File: src/rtl/register_file.sv
// rtl/register_file.sv - 15-entry register file with two read, two write and one debug port
//
// Purpose: architectural register file. Registers 0x0-0xE are storage; ID 0xF
// means "no register" on every port and reads as zero. Port M has priority over
// port E when both target the same register. Optional same-cycle forwarding on
// the two main read ports; the debug port always shows stored state.
//
// Ports:
//   clk       - rising-edge clock
//   reset     - asynchronous, active-high reset
//   srcA/srcB - read register IDs (4'hF = none)
//   valA/valB - combinational read data
//   dstE/dstM - write register IDs (4'hF = none)
//   valE/valM - write data for ports E and M
//   wr_en     - writeback enable for both write ports
//   dbg_sel   - debug read register ID
//   dbg_val   - debug read data, never forwarded
//   wr_count  - count of committed register writes, wraps at 2^32

module register_file #(
  parameter int               WIDTH    = 64,
  parameter logic [WIDTH-1:0] RSP_INIT = '0,
  parameter bit               BYPASS   = 1'b0
) (
  input  logic             clk,
  input  logic             reset,
  input  logic [3:0]       srcA,
  input  logic [3:0]       srcB,
  input  logic [3:0]       dstE,
  input  logic [3:0]       dstM,
  input  logic [WIDTH-1:0] valE,
  input  logic [WIDTH-1:0] valM,
  input  logic             wr_en,
  output logic [WIDTH-1:0] valA,
  output logic [WIDTH-1:0] valB,
  input  logic [3:0]       dbg_sel,
  output logic [WIDTH-1:0] dbg_val,
  output logic [31:0]      wr_count
);

  localparam logic [3:0] NONE   = 4'hF;
  localparam int         RSP_ID = 4;

  logic [WIDTH-1:0] regs [15];
  logic [31:0]      wrCount;

  logic       writeE;
  logic       writeM;
  logic       collide;
  logic [1:0] writeCount;

  assign writeE     = wr_en && (dstE != NONE);
  assign writeM     = wr_en && (dstM != NONE);
  // Two writes to one register commit only once (M's value), so count it once.
  assign collide    = writeE && writeM && (dstE == dstM);
  assign writeCount = {1'b0, writeE} + {1'b0, writeM} - {1'b0, collide};

  always_ff @(posedge clk or posedge reset) begin
    if (reset) begin
      for (int i = 0; i < 15; i++) begin
        regs[i] <= (i == RSP_ID) ? RSP_INIT : '0;
      end
      wrCount <= '0;
    end else begin
      // M is written after E so that it wins on a collision.
      if (writeE) regs[dstE] <= valE;
      if (writeM) regs[dstM] <= valM;
      wrCount <= wrCount + {30'd0, writeCount};
    end
  end

  function automatic logic [WIDTH-1:0] storedVal(input logic [3:0] id);
    return (id == NONE) ? '0 : regs[id];
  endfunction

  // writeM/writeE already exclude ID 0xF, so a match implies a real register.
  function automatic logic [WIDTH-1:0] forwardVal(input logic [3:0] id);
    if (BYPASS && writeM && (id == dstM)) return valM;
    if (BYPASS && writeE && (id == dstE)) return valE;
    return storedVal(id);
  endfunction

  always_comb begin
    valA    = forwardVal(srcA);
    valB    = forwardVal(srcB);
    dbg_val = storedVal(dbg_sel);
  end

  assign wr_count = wrCount;

endmodule

File: config.mk
export PLATFORM = sky130hd
export DESIGN_NAME = register_file
export DESIGN_NICKNAME = d
export VERILOG_FILES = /design/src/rtl/register_file.sv
export SDC_FILE = /design/constraint.sdc
export NUM_CORES = 2
export LEC_CHECK = 0
export ABC_AREA = 0
export ABC_CLOCK_PERIOD_IN_PS = 64700
export BUFFER_PORTS_ARGS = -buffer_cell sky130_fd_sc_hd__buf_2
export CAP_MARGIN = 30
export CELL_PAD_IN_SITES_DETAIL_PLACEMENT = 1
export CELL_PAD_IN_SITES_GLOBAL_PLACEMENT = 2
export CORE_MARGIN = 4
export CORE_UTILIZATION = 36
export DETAILED_ROUTE_END_ITERATION = 6
export GPL_TIMING_DRIVEN = 0
export PLACE_DENSITY = 0.83
export SLEW_MARGIN = 10
export SYNTH_ARGS = -nofsm -noshare
export SYNTH_HDL_FRONTEND = slang
export SYNTH_SLANG_ARGS = --single-unit
File: constraint.sdc
create_clock -name clk -period 64.7 [get_ports clk]
set_input_delay 16.175 -clock clk [delete_from_list [all_inputs] [get_ports clk]]
set_output_delay 16.175 -clock clk [all_outputs]
set_load 0.05 [all_outputs]
======== After elaboration in Yosys (flattened, before gate mapping) ========
Index checks and enable logic that the tools add are counted.
storage, ports and cells
  bits in registers ....................... 992
  bits of input ports ..................... 151
  output and inout bits ................... 224
  logic and storage cells ................. 63
operators by class
  add/sub/neg operators ................... 3
  $lt $le $gt $ge ......................... 7
  eq/ne operators ......................... 6
  multiplexer cells ....................... 20
  bitwise gates (word level) .............. 5
  reductions and logical operators ........ 6
operator list
  kind                                                                  number
  960-bit bitwise mux                                                   2
  960-bit two-way mux                                                   2
  64-bit binary-select mux with 4-bit select                            3
  64-bit two-way mux                                                    11
  64-bit demux with 4-bit select                                        2
  32-bit by 2-bit adder with 32-bit output                              1
  5-bit >= comparator, second input constant                            5
  4-bit NOT with 5-bit output                                           5
  4-bit == test, second input constant                                  3
  5-bit by 1-bit < comparator with 1-bit output, second input constant  2
  4-bit != test, second input constant                                  2
  1-bit logical AND                                                     6
  4-bit == test                                                         1
  1-bit by 1-bit adder with 2-bit output                                1
  2-bit by 1-bit subtractor with 2-bit output                           1

======== Logic depth before layout (Yosys ltp) ========
  depth after elaboration ................. 9
  depth in mapped cells ................... 15

======== Worst setup path after synthesis ========
Ideal clock, no wire load.
  path type ............................... input to output
  start point ............................. input port dbg_sel[0]
  end point ............................... output port dbg_val[10]
  data arrival time ....................... 18.040 ns
  setup slack ............................. 30.485 ns
  stages .................................. 7
  buffers on the path ..................... 4
  cell sequence ........................... buf_2 > buf_2 > buf_2 > nor2_2 > buf_2 > a221oi_1 > a21oi_1
on the way
  word-level cells in the longest chain between the ends .. 5
  elaborated cells on any way between the ends .. 6
  those cells by class .................... eq/ne (1); mux (4); bitwise (1)
RTL lines
  item                                                    line  source
  start, declared                                         36    input logic [3:0] dbg_sel,
  4-bit NOT with 5-bit output (implied by the code)       73    return (id == NONE) ? '0 : regs[id];
  64-bit binary-select mux with 4-bit select              73
  64-bit two-way mux (implied by the code) (2 in series)  73
  64-bit two-way mux *                                    73
  end, declared                                           37    output logic [WIDTH-1:0] dbg_val,
Mark *: on every way between the ends. The rest lies on a longest branch, timed or not. The select of a mux whose other input is x is not followed.

======== Final worst setup path ========
  start point ............................. input port dbg_sel[0]
  end point ............................... output port dbg_val[43]
The elaborated chain is that of the path after synthesis.

==> flow_results.org <==
** Status
- The run finished with clean final reports.

** Global routing
- Leftover overflow at the end of global routing :: 0
- Entering global routing, the biggest net connects 111 pins.
- The first global-routing pass estimated 523000 µm of wire.
- Total Routing Usage GR :: 36.5%
- Number of antenna violations at the first check in global routing :: 54
- The via count of the first global-routing pass was 68400.

** Critical path
- Of all nets on the critical path, the largest fanout is 10.
- The worst register-to-register path begins at wr_count[0]$_DFF_PP0_.
- Type of element capturing the critical path :: output pin
- STA classifies the critical path startpoint as an input pin.
- Worst setup path startpoint :: dbg_sel[0]
- Count of cells along the worst register-to-register path :: 7
- Data required time at the worst endpoint :: 48520 ps
- Critical setup path kind :: in2out
- At the worst endpoint, the arrival time is 20110 ps.

** Yosys
- After synthesis the netlist holds a flip-flop and latch count of 992.
- Register area share after synthesis :: 36.2%
- Syn Std Cell Area :: 68500 µm²
- Yosys cell types :: 49
- Post-synth EDFFs :: 0
- Mapped Cells :: 6875
- YS warnings :: 0
- Counting flops with an async set or reset pin after synthesis yields a share of 100%.
- Avg Synthesized Cell Area :: 9.97 µm²
- The number of nets in the synthesized netlist is 7031.
- Most common flop cell mapped by yosys :: sky130_fd_sc_hd__dfrtp_1

** CTS
- Clock tree from TritonCTS :: yes
- Once the clock tree was built, the setup fixing pass inserted 0 buffers.
- TritonCTS Sinks :: 992
- Total CTS buffers :: 130
- # resized after CTS :: 0
- The later pin in the worst-skew pair is clocked with a latency of 810 ps.
- In this run the clock root is driven by a sky130_fd_sc_hd__clkbuf_16.
- CTS Hold Buffers Added :: 0
- Clock Path Buffers :: 3
- Clock slew at reported path FFs :: 50 ps
- H-tree levels :: 4

** Routing
- Dividing the detail-routed wire length by the instance count gives 37.2 µm.
- Once detail routing completed, the nets flagged for antenna violations numbered 0.
- Vias per cell :: 6.86
- The first detailed-routing pass took 5 iterations.
- In this run, the number of DRC markers left after iteration 0 of detailed routing was 9533.
- The routed design has 372000 µm of wire.
- Post-detailed-route DRC marker count :: 0
- Summing over every cut layer, the via total after detailed routing is 68600.

** Layout
- The area growth from synthesis to layout is 14.7%.
- Area taken by multi-input logic gates :: 39800 µm²
- Fraction of layout cells with a size suffix above 1 :: 20.4%
- Seq. cell area :: 24800 µm²
- The layout has 21300 filler cells.
- Total number of nets in the final design :: 7516

** Placement
- Before CTS, the worst setup slack after placement is 28680 ps.
- Routability-driven placement finished with a final weighted congestion of 0.982.
- Half-perimeter wire length of the detailed placement result :: 271000 µm
- The count of buffers added on input and output ports is 316.

** Floorplanning
- Row count :: 159
- Horizontal die dimension :: 444 µm
- Floorplan Core Area :: 189000 µm²
- The die covers 197000 µm².
- The initial utilization of the core area, before any placement, comes to 36.3%.
- Vertical extent of the die :: 444 µm
- For this design the top-level I/O count stands at 375.

** STA
- Number of failing setup endpoints in the final timing report :: 0
- Least-Margin Pin Slew :: 1140 ps
- Final Skew :: 25.7 ps
- Number of pins with negative max-slew slack in the final report :: 0
- Max Freq :: 0.0276 GHz
- Dividing the final minimum period by the clock period gives 56.1%.
- Final number of hold-violating endpoints :: 0
- Worst Slack Setup Final :: 28420 ps
- Adding up every negative setup slack in the final design gives 0 ps.
- Worst rel slew slack :: 23.8%
- The smallest clock period supported by the final layout is computed as 36280 ps.
- Setup repair after global routing left no endpoint under its margin.

** Worst hold path
- The startpoint identified for the worst hold timing path is wr_count[30]$_DFF_PP0_.
- Counting instances, the worst hold path has a depth of 1.
- Type of the most critical hold path :: reg2reg

** Power and ir drop
- Dividing total power by cell area gives a power density of 32.1 nW/µm².
- VDD sags by at most 0.0000243 V.
- Leakage :: 0.0320 µW

** Run
- Number of max-cap violations :: 0
[placed cells by master (no fill, tap or decap), types with 90 or more instances in the layout]
master,instances
sky130_fd_sc_hd__o21ai_1,120
sky130_fd_sc_hd__a32oi_1,90
sky130_fd_sc_hd__nor2b_1,196
sky130_fd_sc_hd__buf_2,616
sky130_fd_sc_hd__o22ai_1,192
sky130_fd_sc_hd__a211oi_1,192
sky130_fd_sc_hd__nor2_1,331
sky130_fd_sc_hd__a21oi_1,513
sky130_fd_sc_hd__mux4_2,384
sky130_fd_sc_hd__mux2i_1,982
sky130_fd_sc_hd__a221oi_1,193
sky130_fd_sc_hd__clkbuf_16,133
sky130_fd_sc_hd__dfrtp_1,992
sky130_fd_sc_hd__mux2_2,195
sky130_fd_sc_hd__clkbuf_1,504
sky130_fd_sc_hd__o21ai_0,518
sky130_fd_sc_hd__a22oi_1,269
sky130_fd_sc_hd__nand2_1,657
[sequential cells by signal, indices dropped and copies added (netlist names)]
| name | flops |
|---|---|
| wr_count | 32 |
| regs | 960 |
[power by group]
part           internal, µW  switching [µW]
Combinational           340             461
Clock                   456             320
Sequential              771             178
Total                  1570             958
[kinds of logic (layout without fill, tap and decap cells)]
kind of cell	Yosys count	in the layout	share of synthesized area (%)
buffers and inverters	873	1460	5.70
AND/OR/NAND/NOR	1318	1318	8.48
adder cells (fa/ha/maj)	5	5	0.102
XOR/XNOR	34	34	0.435
other	0	52	0
AO/OA/AOI/OAI	2092	2092	18.9
flip-flops	992	992	36.2
multiplexers	1561	1561	30.2
[critical path, stage by stage]
cell	delay (ps)
sky130_fd_sc_hd__buf_2	520
sky130_fd_sc_hd__buf_2	690
sky130_fd_sc_hd__nand2b_1	180
sky130_fd_sc_hd__buf_2	600
sky130_fd_sc_hd__clkbuf_1	690
sky130_fd_sc_hd__o22ai_1	190
sky130_fd_sc_hd__a221oi_1	520
sky130_fd_sc_hd__a21oi_1	210
sky130_fd_sc_hd__buf_2	290
[synth_stat cells (4+ instances only)]
cell type / n / area share [%]
sky130_fd_sc_hd__clkbuf_2: 5 / 0.037
sky130_fd_sc_hd__mux2i_1: 982 / 14
sky130_fd_sc_hd__buf_6: 9 / 0.15
sky130_fd_sc_hd__nand2_1: 657 / 3.6
sky130_fd_sc_hd__a32oi_1: 90 / 1.2
sky130_fd_sc_hd__ha_1: 4 / 0.073
sky130_fd_sc_hd__nand3_1: 13 / 0.095
sky130_fd_sc_hd__a21oi_1: 513 / 3.7
sky130_fd_sc_hd__o21ai_1: 120 / 0.88
sky130_fd_sc_hd__and3b_1: 5 / 0.064
sky130_fd_sc_hd__nor2b_1: 196 / 1.8
sky130_fd_sc_hd__buf_2: 298 / 2.2
sky130_fd_sc_hd__o21ai_0: 518 / 3.8
sky130_fd_sc_hd__nor3_1: 9 / 0.066
sky130_fd_sc_hd__buf_4: 48 / 0.53
sky130_fd_sc_hd__nand2b_1: 9 / 0.082
sky130_fd_sc_hd__inv_1: 4 / 0.022
sky130_fd_sc_hd__mux4_2: 384 / 13
sky130_fd_sc_hd__a22oi_1: 269 / 2.9
sky130_fd_sc_hd__nor2_1: 333 / 1.8
sky130_fd_sc_hd__nor2_2: 5 / 0.046
sky130_fd_sc_hd__dfrtp_1: 992 / 36
sky130_fd_sc_hd__buf_1: 24 / 0.13
sky130_fd_sc_hd__xnor2_1: 30 / 0.38
sky130_fd_sc_hd__nand4_1: 14 / 0.13
sky130_fd_sc_hd__xor2_1: 4 / 0.051
sky130_fd_sc_hd__and3_1: 52 / 0.47
sky130_fd_sc_hd__clkbuf_1: 485 / 2.7
sky130_fd_sc_hd__o22ai_1: 192 / 1.8
sky130_fd_sc_hd__a211oi_1: 192 / 2.1
sky130_fd_sc_hd__a221oi_1: 193 / 2.5
sky130_fd_sc_hd__mux2_2: 195 / 3.2
[cell type report]
cell class,instances,share of cell area (%)
Timing Repair Buffer,353,2.97
Inverter,4,0.0287
Clock inverter,42,0.691
Buffer,869,4.96
Tap cell,2495,3.97
Sequential cell,992,31.6
Multi-Input combinational cell,5010,50.7
Antenna cell,52,0.166
Clock buffer,192,4.94
[per-layer routing]
metal  global-route usage, %  vias to the layer above  part of all wire (%)
met2                    54.4                     4948                    44
met3                    11.2                     1205                    11
met5                       0                        -                 0.035
met1                    45.8                    35500                    38
li1                        -                    27000                     -
met4                    24.0                       18                   7.5
[worst paths after layout]
path / to / slack (ps)
worst min-delay path: wr_count[30]$_DFF_PP0_ / 490
worst max register to register: wr_count[22]$_DFF_PP0_ / 62490
max in group asynchronous: regs[794]$_DFF_PP0_ / 46520
min in group asynchronous: regs[314]$_DFF_PP0_ / 15390
worst max-delay path: dbg_val[43] / 28420
worst min register to register: wr_count[30]$_DFF_PP0_ / 490
[metrics by stage]
stage	cell area, µm²	util (%)	hold slack, ps	total power (µW)	std cells
global route	78500	41.6	509	2610	9981
CTS	78400	41.6	497	2500	9950
global placement	73200	38.8	477	1680	9686
finish	78600	41.7	490	2520	10000
detailed placement	73900	39.2	476	1720	9716
floorplan	68500	-	544	1450	6875
Power figures use the tool's default switching activity.
